### config.mk
export PLATFORM = sky130hd
export DESIGN_NAME = output_port_arbiter
export DESIGN_NICKNAME = d
export VERILOG_FILES = /design/src/rtl/output_port_arbiter.sv
export SDC_FILE = /design/constraint.sdc
export NUM_CORES = 1
export LEC_CHECK = 0
export ABC_AREA = 1
export CORE_ASPECT_RATIO = 2
export CORE_MARGIN = 2
export CORE_UTILIZATION = 31
export DETAILED_ROUTE_END_ITERATION = 10
export PLACE_DENSITY = 0.77
export SLEW_MARGIN = 20
export SYNTH_ARGS = -nofsm -noshare
export SYNTH_HDL_FRONTEND = slang
export SYNTH_SLANG_ARGS = --single-unit
### constraint.sdc
create_clock -name clk -period 3.1 [get_ports clk]
set_clock_uncertainty 0.1 [all_clocks]
set_input_delay 0.775 -clock clk [delete_from_list [all_inputs] [get_ports clk]]
set_output_delay 0.775 -clock clk [all_outputs]
set_load 0.05 [all_outputs]
### src/rtl/output_port_arbiter.sv
// Wormhole output-port arbiter: round-robin over five input FIFOs,
// locking the output to one input until its packet's tail flit transfers.
module output_port_arbiter #(
    parameter int DATA_WIDTH = 32
) (
    input  logic                    clk,
    input  logic                    rst,
    input  logic [4:0]              req,
    input  logic [5*DATA_WIDTH-1:0] flit_in,
    input  logic [4:0]              tail_in,
    input  logic                    ready_in,
    output logic [4:0]              pop,
    output logic [DATA_WIDTH-1:0]   flit_out,
    output logic                    valid_out,
    output logic [4:0]              grant,
    output logic                    busy
);

    typedef enum logic {
        ST_IDLE   = 1'b0,
        ST_LOCKED = 1'b1
    } state_t;

    state_t r_state;
    state_t w_state_nxt;

    logic [4:0] r_grant;
    logic [4:0] w_grant_nxt;
    logic [2:0] r_ptr;
    logic [2:0] w_ptr_nxt;

    logic [2:0] w_scan;
    logic [2:0] w_winner;
    logic       w_found;

    logic [2:0]            w_owner;
    logic [DATA_WIDTH-1:0] w_owner_flit;
    logic                  w_locked;
    logic                  w_valid;
    logic                  w_xfer;

    // Index order wraps 4 -> 0 so the pointer stays within 0..4.
    function automatic logic [2:0] wrap_inc(input logic [2:0] v);
        return (v == 3'd4) ? 3'd0 : v + 3'd1;
    endfunction

    // Circular first-set scan of req starting at the priority pointer.
    always_comb begin
        w_scan   = r_ptr;
        w_winner = r_ptr;
        w_found  = 1'b0;
        for (int k = 0; k < 5; k++) begin
            if (!w_found && req[w_scan]) begin
                w_winner = w_scan;
                w_found  = 1'b1;
            end
            w_scan = wrap_inc(w_scan);
        end
    end

    // Encode the one-hot owner into an index for muxing.
    always_comb begin
        w_owner = 3'd0;
        for (int i = 0; i < 5; i++) begin
            if (r_grant[i]) begin
                w_owner = 3'(i);
            end
        end
    end

    assign w_owner_flit = flit_in[w_owner*DATA_WIDTH +: DATA_WIDTH];
    assign w_locked     = (r_state == ST_LOCKED) && !rst;
    assign w_valid      = w_locked && req[w_owner];
    assign w_xfer       = w_valid && ready_in;

    // Output mux and pop strobe; all quiet unless locked.
    always_comb begin
        valid_out = w_valid;
        flit_out  = w_locked ? w_owner_flit : '0;
        pop       = w_xfer ? r_grant : 5'b00000;
        grant     = r_grant;
        busy      = w_locked;
    end

    // Next-state logic: lock on the scan winner, unlock on tail transfer.
    always_comb begin
        w_state_nxt = r_state;
        w_grant_nxt = r_grant;
        w_ptr_nxt   = r_ptr;
        unique case (r_state)
            ST_IDLE: begin
                if (w_found) begin
                    w_grant_nxt = 5'b00001 << w_winner;
                    w_state_nxt = ST_LOCKED;
                end
            end
            ST_LOCKED: begin
                if (w_xfer && tail_in[w_owner]) begin
                    w_grant_nxt = 5'b00000;
                    w_state_nxt = ST_IDLE;
                    w_ptr_nxt   = wrap_inc(w_owner);
                end
            end
            default: begin
                w_state_nxt = ST_IDLE;
                w_grant_nxt = 5'b00000;
            end
        endcase
    end

    // State, owner and priority pointer registers.
    always_ff @(posedge clk or posedge rst) begin
        if (rst) begin
            r_state <= ST_IDLE;
            r_grant <= 5'b00000;
            r_ptr   <= 3'd0;
        end else begin
            r_state <= w_state_nxt;
            r_grant <= w_grant_nxt;
            r_ptr   <= w_ptr_nxt;
        end
    end

endmodule

# Yosys cells after proc, flatten, opt, wreduce, memory -nomap -nowiden
# Cells that the tools add are included.
# totals
regBits,9
out_inout_bits,44
wordCells,79
# op_classes
addsub,5
n_lt_le_gt_ge,6
eq_ne,7
n_shift,2
muxes,40
bitwise_logic,1
n_reduce_logical,15
# ops
operator,count
indexed part select 160 x 9 -> 32 bit,1
two-way mux 3 bit,12
two-way mux 32 bit,1
< comparator 3 x 4 -> 1 bit (second input constant),6
binary-select mux 1 bit (select 3 bit),7
adder 3 x 1 -> 3 bit (second input constant),5
== test 3 bit (second input constant),5
two-way mux 1 bit,15
two-way mux 5 bit,3
case mux 5 bit (2 select lines),1
logical AND 1 bit,8
zero test 1 bit,5
<< shifter 1 x 3 -> 5 bit (first input constant),1
AND reduction 2 bit,2
inequality test 2 x 1 -> 1 bit (second input constant),1
inequality test 2 bit (second input constant),1
case mux 1 bit (2 select lines),1
NOT 1 bit,1

# Longest topological paths before layout
# depth
ltp_word,18
ltp_mapped,23
depth_no_buf,23

# Worst setup path after synthesis
# OpenSTA, ideal clock, no wires.
# synth_timing
path_type,reg-to-output
from,register r_grant[1] (netlist: grant[1])
to,output port pop[0]
arrival_time_ns,3.244
t_required_ns,2.225
slack_ns,-1.019
path_stages_with_launch,10
n_path_buf,1
cell_sequence,dfrtp_1 a21oi_2 nor2_2 inv_2 clkbuf_1 nor2_1 o21ai_1 a21oi_1 nand2_1 nor2_1
# synth_via
elab_chain_cells,9
# synth_rtl
element,line_no,rtl
"start, declared",27,logic [4:0] r_grant;
"start signal, assigned",119,r_grant <= w_grant_nxt;
two-way mux 1 bit,65,if (r_grant[i]) begin
two-way mux 3 bit (3 in series),65,
binary-select mux 1 bit (select 3 bit),73,assign w_valid = w_locked && req[w_owner];
two-way mux 1 bit (not written as such),73,
logical AND 1 bit,73,
net valid_out,14,"output logic valid_out,"
logical AND 1 bit,74,assign w_xfer = w_valid && ready_in;
two-way mux 5 bit,80,pop = w_xfer ? r_grant : 5'b00000;
"end, declared",12,"output logic [4:0] pop,"
# The timed path passes the listed nets, and every way through them passes these cells. The select of a mux whose other input is x is not followed.

# Worst setup path after layout
# layout_timing
from,input port rst
to,output port flit_out[13]
# layout_via
elab_chain_cells,3
# layout_rtl
element,line_no,rtl
"start, declared",7,"input logic rst,"
zero test 1 bit (no line),-,
logical AND 1 bit,72,assign w_locked = (r_state == ST_LOCKED) && !rst;
two-way mux 32 bit,79,flit_out = w_locked ? w_owner_flit : '0;
"end, declared",13,"output logic [DATA_WIDTH-1:0] flit_out,"
# Every way passes these cells.

==> results.md <==
- Outcome: finished clean
- Mapped Area: roughly 2800 um^2
- RSZ-0062 raised after global routing: true
- Starting DRT DRC Count: 291
- Worst-skew pair later-pin latency: between 0.2 and 0.3 ns
- Remaining global-route overflow: 0
- Final hold vios: 0
- Area growth, synth to finish: 121%
- Sequence of cells on the critical path: clkdlybuf4s50_1, nor2_2, buf_6, buf_12, o211ai_1, inv_1, buf_12
- Die Footprint: just under 10,000 um^2
- Setup slack at placement: -0.0949 ns
- Worst Path Required: 2.22 ns
- Share of the synthesized area in the top cell type: 14.9%
- Synth unique cells: 37
- Routed len/inst: roughly 20 um
- H-tree Lvls: 1
- CTS tree: built
- Worst r2r src: r_ptr[1]
- CP Max Fanout: 18
- Number of global-route vias before repair: about 5,000
- PnR worst setup slack: 0.0765 ns
- Warnings from Yosys: 0
- Pre-Repair DR Iteration Count: 5
- Largest net degree at the start of global routing: 66
- Max Cap Viol: 0
- FF+latch count, synth: 9
- Syn Nets: about 660
- Placed cells: 813
- Worst setup EP type: output port
- Hold Crit Start: grant[0]
- First-pass GRT wire length: 24,300 um
- Peak Freq: 0.331 GHz
- Worst reg2reg path depth: 17
- Hold Path Depth: 2
- Pwr dens: about 1200 nW/um^2
- Relative slew slack: 64.8%
- Synth area leader: o211ai_1
- Synth top area cells: o211ai_1 15%, o21ai_0 13%, nand2_1 9.4%, a22o_1 8.4%, dfrtp_1 8.0%
- Final net count: 909
- # fillers: 748
- Routed wire length: around 16,000 um
- CTS buffer count: 3
- Gate Count Post-Synth: 480
- Port bufs: 216
- Initial antenna violation count: 0
- Non-filler cells, final: between 800 and 900
- R2R Path End: grant[0]
- Slew Viols, Final: 0
- Slew of the pin with the lowest slew margin: 0.526 ns
- Sequential area share after synthesis: under 10%
- Setup CP Type: input pin to output port
- CTS root buf: clkbuf_16
- LEAKAGE: 2.73 nW
- Vias: 4,658
- Antenna viol nets, final: 0
- CTS sink cnt: 9
- CP peak stage delay: 0.45 ns
- R2R setup slack: 0.08 ns
- Post-route setup TNS: 0 ns
- Final setup violation count: 0
- Max Buffers Root-to-Sink: 2
- RD Place Congestion: approximately 0.96
- Post-DP Area: 5860 um^2
- Share of cells above drive strength 1: 26.4%
- CP Data Arrival Time: 2.15 ns
- Hold crit path type: flip-flop to flip-flop
- Worst Hold Endpoint: grant[0]
- Via-to-Cell Ratio: 5.62
- Fin crit period: around 3.0 ns
- Die width: just over 70 um
- Crit path top cell by count: buf_12
- Cell area after layout: 6240 um^2
- Gr usage total: approximately 31%
- Row count: 49
- Syn avg cell area: 5.89 um^2
- # DRC: 0
- Startpoint Class: input pin
- Die Ht: 139 um
- Final period utilization: 97.5%
- # IOs: about 220
- VDD IR max: 0.555 mV
- Clock slew at reported path FFs: about 0.04 ns
- Starting Density: a little under a third
- CTS Hold Buffers Added: 0
- Antenna cell count: 0
- CP max-delay cell: clkdlybuf4s50_1
- Dpl hpwl: 12,900 um
- Core ar.: 8950 um^2
==> repair_timing <==
item / in CTS / in global routing
gates resized for setup: 20 / 33
pin swaps: 11 / 24
gates cloned: 0 / 2
endpoints found under the setup margin: 17 / 24
setup buffers: 3 / 7
==> cell families after synthesis <==
group / synth area share [%]
DFF: 7.97
AOI/OAI and AO/OA: 41.8
and+or+nand+nor: 33.6
buffers and inverters: 12.8
adders and majority gates: 3.54
xor gates and xnor gates: 0.310
==> critical path, delay by kind of cell <==
kind                   cells  cell delay [ns]
buffers and inverters      5             1.05
and+or+nand+nor            1             0.17
AOI/OAI and AO/OA          1             0.15
==> cell usage in the layout (no fill, tap or decap), types with 5 or more instances in the layout <==
master,instances
dfrtp_1,5
o21ai_0,68
nand2_2,8
a21oi_1,7
o211ai_1,56
buf_6,9
buf_4,50
inv_2,20
a22o_1,27
nor2_4,8
nand3_2,8
nand2_1,66
a21oi_4,6
inv_1,39
buf_12,37
nand3_1,32
nand4_1,5
nor2_1,33
nand2_4,12
clkdlybuf4s50_1,174
o21ai_1,7
==> state kept, by name (all words and copies together), names as in the netlist <==
register  flops
r_state       1
r_ptr         3
grant         5
==> cell usage after synthesis (all sizes together) <==
cell and instances:
a32o 2, nor2 44, dfrtp 9, clkinv 2
ha 8, and2 1, buf 3, nand3b 1
nand3 44, o211ai 56, a221o 1, clkbuf 30
inv 61, a22o 27, nand4 5, o31ai 1
or2 2, nor3 2, o21ai 78, a21oi 14
o221ai 1, nand2 87, xor2 1
==> how the worst max path moves through the flow <==
| stage | startpoint | endpoint | cells past startpoint |
|---|---|---|---|
| 6_report | rst | flit_out[13] | 7 |
| 5_1_grt | r_ptr[0] | grant[0] | 18 |
| 4_1_cts | r_ptr[0] | grant[3] | 21 |
| 3_5_place_dp | req[2] | pop[0] | 8 |
| 3_3_place_gp | req[0] | pop[0] | 8 |
| 2_1_floorplan | grant[2] | pop[0] | 10 |
==> power breakdown <==
group | switching (W) | leakage (nW) | internal (W)
clock | 0.0000761 | 0.0382 | 0.000174
combinational | 0.00407 | 2.59 | 0.00297
sequential | 0.0000586 | 0.110 | 0.000166
total | 0.00420 | 2.73 | 0.00331
==> final cells by class <==
class | count | area [um^2] | share of cell area, %
well taps | 102 | 128 | 2.05
inverters | 63 | 248 | 3.97
repair buffers | 276 | 3050 | 48.9
clock buffers | 4 | 78.8 | 1.26
multi-input cells | 375 | 2510 | 40.2
flip-flops and latches | 9 | 230 | 3.69
==> per-layer routing <==
| metal | share of wire, % | wire [um] | vias up | GRT usage, % |
|---|---|---|---|---|
| li1 | - | - | 2179 | - |
| met1 | 32 | 5160 | 2139 | 27.9 |
| met2 | 55 | 8840 | 262 | 60.0 |
| met3 | 7.0 | 1130 | 78 | 6.54 |
| met4 | 6.7 | 1080 | 0 | 19.4 |
| met5 | 0 | 0 | - | 0 |
==> through the flow <==
| step | hold WS [ns] | util (%) | power, W |
|---|---|---|---|
| after floorplan | 0.446 | - | 0.00408 |
| after global placement | 0.438 | 65.5 | 0.00639 |
| after detailed placement | 0.445 | 65.5 | 0.00649 |
| after CTS | 0.454 | 67.3 | 0.00694 |
| after global routing | 0.478 | 69.7 | 0.00797 |
| final | 0.464 | 69.7 | 0.00751 |
No activity file was read; power rests on OpenSTA's default activity.
